## config.mk

```make
export PLATFORM = sky130hd
export DESIGN_NAME = pe_switch_seq
export DESIGN_NICKNAME = d
export VERILOG_FILES = /design/src/rtl/pe_switch_seq.sv
export SDC_FILE = /design/constraint.sdc
export NUM_CORES = 1
export LEC_CHECK = 0
export BUFFER_PORTS_ARGS = -buffer_cell sky130_fd_sc_hd__buf_2
export CELL_PAD_IN_SITES_DETAIL_PLACEMENT = 0
export CELL_PAD_IN_SITES_GLOBAL_PLACEMENT = 1
export CORE_UTILIZATION = 38
export CTS_CLUSTER_SIZE = 12
export DETAILED_ROUTE_END_ITERATION = 12
export GPL_ROUTABILITY_DRIVEN = 0
export PLACE_DENSITY_LB_ADDON = 0.3
export SLEW_MARGIN = 20
export SYNTH_ARGS = -nofsm -noshare
export SYNTH_HDL_FRONTEND = slang
export SYNTH_SLANG_ARGS = --single-unit
```

## constraint.sdc

```tcl
create_clock -name clk -period 1.8 [get_ports clk]
set_input_delay 0.27 -clock clk [delete_from_list [all_inputs] [get_ports clk]]
set_output_delay 0.27 -clock clk [all_outputs]
set_load 0.02 [all_outputs]
```

## src/rtl/pe_switch_seq.sv

```systemverilog
// rtl/pe_switch_seq.sv - context-sequenced crossbar select generator for a PE switch
//
// Steps through a small table of crossbar contexts. Each context holds for
// (dwell + 1) cycles, then the sequence advances, wraps, or finishes.
//
// Parameters:
//   DEPTH     number of context entries (power of two, 2..16)
//   AW        context address width, log2(DEPTH)
// Ports:
//   clk       single clock, rising edge
//   rst_n     asynchronous active-low reset
//   cfg_we    context-table write strobe (honoured only in IDLE)
//   cfg_addr  context-table write index
//   cfg_data  table entry {dwell[11:8], switch[7:0]}
//   cfg_last  index of the last context, captured on an accepted start
//   loop_en   wrap to context 0 after the last context, sampled every cycle
//   start     single-cycle run request
//   stop      abort request, wins over everything else in RUN
//   switch    registered crossbar select {N_sel, S_sel, W_sel, E_sel}
//   ctx_idx   index of the context currently driven
//   busy      high while in RUN
//   done      one-cycle pulse on normal completion

module pe_switch_seq #(
    parameter int DEPTH = 8,
    parameter int AW    = 3
) (
    input  logic          clk,
    input  logic          rst_n,
    input  logic          cfg_we,
    input  logic [AW-1:0] cfg_addr,
    input  logic [11:0]   cfg_data,
    input  logic [AW-1:0] cfg_last,
    input  logic          loop_en,
    input  logic          start,
    input  logic          stop,
    output logic [7:0]    switch,
    output logic [AW-1:0] ctx_idx,
    output logic          busy,
    output logic          done
);

    localparam logic [7:0]  SW_IDENT  = 8'h1B;
    localparam logic [11:0] ENTRY_RST = 12'h01B;

    typedef enum logic {
        IDLE = 1'b0,
        RUN  = 1'b1
    } state_t;

    state_t        state_q, state_d;
    logic [11:0]   tbl [DEPTH];
    logic [3:0]    cnt_q, cnt_d;
    logic [AW-1:0] last_q, last_d;
    logic [7:0]    switch_d;
    logic [AW-1:0] idx_d;
    logic          busy_d;
    logic          done_d;

    logic [11:0]   entry_first;
    logic [11:0]   entry_next;
    logic [11:0]   entry_wrap;
    logic [AW-1:0] idx_inc;

    // Context table. Writes are locked out while a program runs so the
    // sequence being played can never change underneath itself.
    always_ff @(posedge clk or negedge rst_n) begin
        if (!rst_n) begin
            for (int i = 0; i < DEPTH; i++) begin
                tbl[i] <= ENTRY_RST;
            end
        end else if (cfg_we && state_q == IDLE) begin
            tbl[cfg_addr] <= cfg_data;
        end
    end

    // A write to entry 0 in the same cycle as start must take effect, so the
    // incoming data bypasses the table on the launch load.
    assign entry_first = (cfg_we && cfg_addr == '0) ? cfg_data : tbl[0];
    // AW-bit arithmetic wraps modulo DEPTH, keeping every lookup in range.
    assign idx_inc     = ctx_idx + AW'(1);
    assign entry_next  = tbl[idx_inc];
    assign entry_wrap  = tbl[0];

    always_comb begin
        state_d  = state_q;
        switch_d = switch;
        idx_d    = ctx_idx;
        busy_d   = busy;
        done_d   = 1'b0;
        cnt_d    = cnt_q;
        last_d   = last_q;

        unique case (state_q)
            IDLE: begin
                switch_d = SW_IDENT;
                idx_d    = '0;
                busy_d   = 1'b0;
                cnt_d    = 4'd0;
                if (start && !stop) begin
                    state_d  = RUN;
                    last_d   = cfg_last;
                    switch_d = entry_first[7:0];
                    cnt_d    = entry_first[11:8];
                    busy_d   = 1'b1;
                end
            end
            RUN: begin
                if (stop) begin
                    state_d  = IDLE;
                    switch_d = SW_IDENT;
                    idx_d    = '0;
                    busy_d   = 1'b0;
                    cnt_d    = 4'd0;
                end else if (cnt_q != 4'd0) begin
                    cnt_d = cnt_q - 4'd1;
                end else if (ctx_idx != last_q) begin
                    idx_d    = idx_inc;
                    switch_d = entry_next[7:0];
                    cnt_d    = entry_next[11:8];
                end else if (loop_en) begin
                    idx_d    = '0;
                    switch_d = entry_wrap[7:0];
                    cnt_d    = entry_wrap[11:8];
                end else begin
                    state_d  = IDLE;
                    switch_d = SW_IDENT;
                    idx_d    = '0;
                    busy_d   = 1'b0;
                    done_d   = 1'b1;
                    cnt_d    = 4'd0;
                end
            end
            default: begin
                state_d = IDLE;
            end
        endcase
    end

    always_ff @(posedge clk or negedge rst_n) begin
        if (!rst_n) begin
            state_q <= IDLE;
            switch  <= SW_IDENT;
            ctx_idx <= '0;
            busy    <= 1'b0;
            done    <= 1'b0;
            cnt_q   <= 4'd0;
            last_q  <= '0;
        end else begin
            state_q <= state_d;
            switch  <= switch_d;
            ctx_idx <= idx_d;
            busy    <= busy_d;
            done    <= done_d;
            cnt_q   <= cnt_d;
            last_q  <= last_d;
        end
    end

endmodule

```

==> results of run 1 <==
==> worst max-delay path, cell delays in order (launching register included) <==
cell and delay [ns]:
dfrtp_2 0.42, ha_4 0.18, xor2_4 0.29, buf_6 0.15, mux4_2 0.49, o211ai_1 0.18
a21oi_1 0.09
==> sequential cells by signal (all words and copies together) (netlist names) <==
signal / count
tbl: 84
entry_wrap: 12
switch: 8
cnt_q: 4
ctx_idx: 3
last_q: 3
busy: 1
done: 1
state_q: 1
==> where the power goes <==
part           total, mW  leakage (nW)  switching (mW)  internal [mW]
Clock               3.09         0.273            1.11           1.98
Sequential          3.92          1.37           0.410           3.51
Combinational       2.51          1.42            1.08           1.43
Total               9.51          3.07            2.60           6.92
==> cells in the final DEF, fill, tap and decap left out, types with 3 or more instances in the layout <==
master	netlist	layout
clkbuf_1	7	6
a211oi_2	0	3
nor2b_1	3	3
nor3b_2	0	3
buf_4	2	41
o22ai_1	8	7
buf_2	14	35
nor2_1	18	17
and2_4	0	4
dfrtp_1	81	79
buf_6	2	6
mux2i_1	20	20
and3_1	6	4
o211ai_1	3	3
clkbuf_8	0	4
clkinv_2	0	4
o21ai_1	2	5
mux4_2	12	15
a31oi_1	3	3
clkbuf_16	0	18
nor3_1	6	3
nand3_1	10	9
dfstp_2	36	36
nor3_2	0	3
a21oi_1	14	14
o21ai_0	9	6
nand2_1	22	20
nand3b_1	4	4
mux2_2	102	102
buf_12	0	16
==> timing repair <==
action                     in CTS  in global routing
hold buffers                    1                  0
hold endpoints to repair        2                  0
setup endpoints to repair      13                 24
pin swaps                      14                  4
resized for setup              12                 20
setup buffers                   7                  0
==> per-layer routing <==
metal / share of wire / up-vias / global-route usage / wire (um)
li1: - / 1759 / - / -
met1: 0.46 / 2003 / 0.263 / 6600
met2: 0.49 / 69 / 0.311 / 7010
met3: 0.042 / 16 / 0.0481 / 603
met4: 0.012 / 0 / 0.0716 / 173
met5: 0 / - / 0 / 0
==> how the worst max path moves through the flow <==
stage                endpoint  slack [ns]  cells past startpoint        from
global route        switch[7]       -0.21                      6  ctx_idx[0]
finish              switch[7]       -0.13                      6  ctx_idx[0]
detailed placement  switch[2]       -0.13                      6  ctx_idx[1]
CTS                 switch[2]       -0.15                      6  ctx_idx[1]
global placement    switch[7]       -0.11                      6  ctx_idx[1]
floorplan           switch[2]       -0.05                      6  ctx_idx[0]
==> cells by family (layout without fill, tap and decap cells) <==
family                   after synthesis  after routing  share of synthesized area
adder cells (fa/ha/maj)                2              2                    0.00440
XOR/XNOR                               6              6                     0.0106
AO/OA/AOI/OAI                         45             45                     0.0464
AND/OR/NAND/NOR                       88             88                     0.0814
flip-flops                           117            117                      0.523
buffers and inverters                 27            133                     0.0249
multiplexers                         140            140                      0.310
==> cell type report <==
type	count	area, um^2	share of cell area
Timing Repair Buffer	99	881	0.120
Clock buffer	28	528	0.0717
Inverter	2	7.51	0.00102
Clock inverter	4	20.0	0.00272
Multi-Input combinational cell	281	2720	0.369
Sequential cell	117	2980	0.404
Tap cell	184	230	0.0313
==> impl_metrics.env, run 1 <==
export IMPL_status="finished, violations left"
export IMPL_violated_checks="setup timing"
export IMPL_avgRoutedWirePerCell_um=20.1
export IMPL_whs_path_depth=2
export IMPL_maximum_number_of_pins_on_one_net_before_global_route_repair=37
export IMPL_r2r_worst_path_cells=6
export IMPL_port_buffer_count=36
export IMPL_hpwl_um=9150
export IMPL_grt_pass1_wl_um=23000
export IMPL_hold_viol_final=0
export IMPL_hold_class="input port to flop"
export IMPL_min_delay_worst_endpoint="last_q[0]"
export IMPL_timing_final_setup_violations=9
export IMPL_synth_commonest_cells="mux2_2, dfrtp_1, dfstp_2"
export IMPL_post_synth_num_cell_types=42
export IMPL_globalRouteOverflowTotal=0
export IMPL_layout_filler_cells=1270
export IMPL_tns_ns=-0.804
export IMPL_crit_arrival_ns=2.21
export IMPL_layout_min_cycle_time_ns=1.93
export IMPL_post_synth_instance_area_um2=5690
export IMPL_die_h_um=124
export IMPL_synth_ff_latch_count=117
export IMPL_synth_top_cells_by_area="dfrtp_1, mux2_2, dfstp_2, mux4_2, mux2i_1"
export IMPL_routed_via_count=3847
export IMPL_row_count=44
export IMPL_initial_antenna_violation_count=0
export IMPL_setup_worst_path_class="flop to flop"
export IMPL_power_density_nw_per_um2=1290
export IMPL_synthesis_instances=425
export IMPL_num_nets_final=544
export IMPL_drt_pre_antenna_iters=4
export IMPL_initial_core_util=0.390
export IMPL_placed_cell_area_um2=6620
export IMPL_maxClockFrequency_mhz=518
export IMPL_max_cap_violations=0
export IMPL_min_period_over_period=1.07
export IMPL_synth_net_count=451
export IMPL_timing_max_transition_violations_final=0
export IMPL_tritoncts_clock_tree="yes"
export IMPL_first_global_vias=4157
export IMPL_fin_hold_ws_ns=0.0881
export IMPL_post_layout_total_power_mw=9.51
export IMPL_hold_path_startpoint="cfg_last[0]"
export IMPL_placedCellCount=675
export IMPL_tritoncts_buffer_count=17
export IMPL_rrSetupSlack_ns=-0.13
export IMPL_layout_drive_gt1_share=0.584
export IMPL_worst_setup_hold_path_clk_slew_ns=0.06
export IMPL_worst_setup_path_end_kind="flop"
export IMPL_gr_usage_all_layers=0.197
export IMPL_design_die_area_um2=15500
export IMPL_die_w_um=124
export IMPL_cts_root_buf="clkbuf_16"
export IMPL_yosysWarnings=0
export IMPL_antennaDiodeCount=0
export IMPL_rsz0062_at_grt="yes"
export IMPL_cellLeakagePower_nw=3.07
export IMPL_layout_core_utilization=0.505
export IMPL_synth_seq_area_share=0.523
export IMPL_worstSkewPairLatency_ns=0.41
export IMPL_syn_avg_cell_area_um2=13.4
export IMPL_cts_max_level=4
export IMPL_cts_path_max_buffers=2
export IMPL_worstSetupStartpointType="flop"
export IMPL_crit_path_max_fanout=6
export IMPL_ys_dominant_reg_cell="dfrtp_1"
export IMPL_io_pins=37
export IMPL_core_region_area_um2=14600
export IMPL_synth_top_cell_by_area="dfrtp_1"
export IMPL_post_route_worst_setup_slack_ns=-0.129
export IMPL_synth_edff_count=0
export IMPL_drt_iter0_markers=202
export IMPL_drc=0
export IMPL_place_worst_setup_slack_ns=-0.132
export IMPL_max_slew_margin_rel=0.659
export IMPL_finClkSkew_ns=0.0108
export IMPL_final_cell_area_um2=7360
export IMPL_critical_path_reg2reg_startpoint="ctx_idx[0]"
export IMPL_rr_endpoint="switch[7]"
export IMPL_totalWireLength_um=14400
export IMPL_finish_cell_count_without_fillers=715
export IMPL_postSynth_asyncResetShare=1.00
export IMPL_vias_per_cell=5.38
export IMPL_synthMostInstantiatedCell="mux2_2"
export IMPL_clock_sink_count=117
export IMPL_critPathRequiredTime_ns=2.08
export IMPL_antenna_left=0
export IMPL_timing_worst_slew_pin_value_ns=0.512
export IMPL_vdd_ir_drop_worst_v=0.000741
export IMPL_synth_largest_type_area_fraction=0.356
export IMPL_area_growth_syn_to_layout_pct=29.4
Note: power is estimated with default switching activity, not from simulation.
==> run 2: changes to the inputs <==
==> constraint.sdc (replaced) <==
create_clock -name clk -period 1.8 [get_ports clk]
set_input_delay 0.36 -clock clk [delete_from_list [all_inputs] [get_ports clk]]
set_output_delay 0.36 -clock clk [all_outputs]
set_load 0.02 [all_outputs]
==> impl_metrics.env, run 2 (synthesis results as in run 1) <==
export IMPL_status="finished, violations left"
export IMPL_core_region_area_um2=14600
export IMPL_commonest_cells_after_routing_fill_and_taps_aside="mux2_2, dfrtp_1, buf_4, dfstp_2, buf_2"
export IMPL_clock_sink_count=117
export IMPL_area_growth_syn_to_layout_pct=28.7
export IMPL_maxClockFrequency_mhz=535
export IMPL_io_pins=37
export IMPL_rsz0062_at_grt="yes"
export IMPL_combPwrFrac=0.251
export IMPL_cts_max_level=4
export IMPL_layout_min_cycle_time_ns=1.87
export IMPL_timing_final_setup_violations=9
export IMPL_clockPowerShare=0.340
export IMPL_critical_path_reg2reg_startpoint="ctx_idx[1]"
export IMPL_max_cap_violations=0
export IMPL_setup_worst_path_class="flop to flop"
export IMPL_cellLeakagePower_nw=3.05
export IMPL_rr_endpoint="switch[6]"
export IMPL_maximum_number_of_pins_on_one_net_before_global_route_repair=39
export IMPL_drt_iter0_markers=278
export IMPL_worst_setup_hold_path_clk_slew_ns=0.05
export IMPL_worstSkewPairLatency_ns=0.42
export IMPL_initial_core_util=0.390
export IMPL_die_w_um=124
export IMPL_mostFrequentLayoutCell="mux2_2"
export IMPL_num_nets_final=538
export IMPL_critPathRequiredTime_ns=2.10
export IMPL_routed_via_count=3828
export IMPL_finClkSkew_ns=0.00612
export IMPL_tritoncts_buffer_count=17
export IMPL_antennaDiodeCount=0
export IMPL_grt_pass1_wl_um=23100
export IMPL_cts_path_max_buffers=2
export IMPL_layout_filler_cells=1264
export IMPL_crit_arrival_ns=2.17
export IMPL_max_slew_margin_rel=0.697
export IMPL_drt_pre_antenna_iters=5
export IMPL_critical_path_startpoint="ctx_idx[1]"
export IMPL_avgRoutedWirePerCell_um=19.7
export IMPL_rrSetupSlack_ns=-0.07
export IMPL_switchingPower_mw=2.63
export IMPL_first_global_vias=4148
export IMPL_largest_register="tbl"
export IMPL_initial_antenna_violation_count=0
export IMPL_cts_root_buf="clkbuf_16"
export IMPL_row_count=44
export IMPL_violated_checks="setup timing"
export IMPL_gr_usage_all_layers=0.197
export IMPL_antenna_left=0
export IMPL_post_layout_total_power_mw=9.58
export IMPL_layout_drive_gt1_share=0.581
export IMPL_vdd_ir_drop_worst_v=0.000727
export IMPL_totalWireLength_um=14000
export IMPL_hold_viol_final=0
export IMPL_hpwl_um=9290
export IMPL_r2r_worst_path_cells=7
export IMPL_hold_class="input port to flop"
export IMPL_place_worst_setup_slack_ns=-0.157
export IMPL_post_route_worst_setup_slack_ns=-0.0689
export IMPL_port_buffer_count=36
export IMPL_worst_setup_path_end_kind="flop"
export IMPL_vias_per_cell=5.40
export IMPL_power_report_internal_total_mw=6.95
export IMPL_worstSetupStartpointType="flop"
export IMPL_drc=0
export IMPL_tritoncts_clock_tree="yes"
export IMPL_timing_worst_slew_pin_value_ns=0.454
export IMPL_timing_max_transition_violations_final=0
export IMPL_share_seq_of_total_power=0.410
export IMPL_min_period_over_period=1.04
export IMPL_switching_share=0.275
export IMPL_design_die_area_um2=15500
export IMPL_crit_path_max_fanout=5
export IMPL_flip_flop_count_of_the_largest_register_all_copies_and_words_added=84
export IMPL_globalRouteOverflowTotal=0
export IMPL_worstSetupEndpoint="switch[6]"
export IMPL_power_density_nw_per_um2=1310
export IMPL_die_h_um=124
export IMPL_layout_core_utilization=0.502
run 2: cell types whose count changed in the layout (fill, tap and decap cells not counted), sizes merged:
cell and change:
clkinv +1, inv +2, clkbuf -3, buf -6
run 2: worst min path at each step:
stage,slack (ns),endpoint,startpoint,cells past startpoint
6_report,0.17,last_q[2],cfg_last[2],2
3_5_place_dp,0.33,tbl[58],rst_n,1
5_1_grt,0.18,last_q[2],cfg_last[2],2
4_1_cts,0.16,last_q[2],cfg_last[2],2
2_1_floorplan,0.06,busy,rst_n,0
3_3_place_gp,0.32,tbl[32],rst_n,1
run 2: critical path, stage by stage, from the launching register on:
cell and delay [ns]:
dfrtp_2 0.42, ha_4 0.18, xor2_4 0.15, buf_12 0.14, mux4_1 0.53, o21a_1 0.18, nand3_1 0.07, a21oi_1 0.06
run 2: metrics by stage:
step                      hold WS, ns  TNS, ns  instances  instance area [um^2]
after detailed placement        0.331    -1.11        671                  6580
after floorplan                0.0644   -0.239        425                  5740
final                           0.174   -0.410        709                  7320
after CTS                       0.157   -0.461        709                  7290
after global placement          0.322   -0.689        671                  6580
after global routing            0.176    -1.23        709                  7320
run 2: area by class of cell:
type / count / area, um^2 / area share
multi-input combinational: 281 / 2700 / 0.369
timing repair buffer: 93 / 828 / 0.113
clock inverter: 7 / 37.5 / 0.00513
tap: 184 / 230 / 0.0315
inverter: 2 / 7.51 / 0.00103
clock buffer: 25 / 539 / 0.0737
sequential: 117 / 2980 / 0.407
run 2: power groups by stage:
stage	combinational [mW]	clock, mW	sequential (mW)
finish	2.40	3.25	3.92
global route	2.61	3.42	4.02
floorplan	1.53	0	3.89
CTS	2.40	3.31	3.92
global placement	2.21	0	3.92
detailed placement	2.27	0	3.95
run 2: per-layer routing:
| layer | GRT usage | routed length (um) |
|---|---|---|
| met1 | 0.267 | 6540 |
| met2 | 0.310 | 6580 |
| met3 | 0.0481 | 699 |
| met4 | 0.0617 | 160 |
| met5 | 0 | 0 |
run 2: timing repair:
item | 4_1_cts | 5_1_grt
hold endpoints to repair | 13 | 0
endpoints found under the setup margin | 13 | 23
pin swaps | 11 | 4
gates resized for setup | 19 | 8
gates cloned | 0 | 0
buffers inserted | 5 | 0
hold buffers | 1 | 0
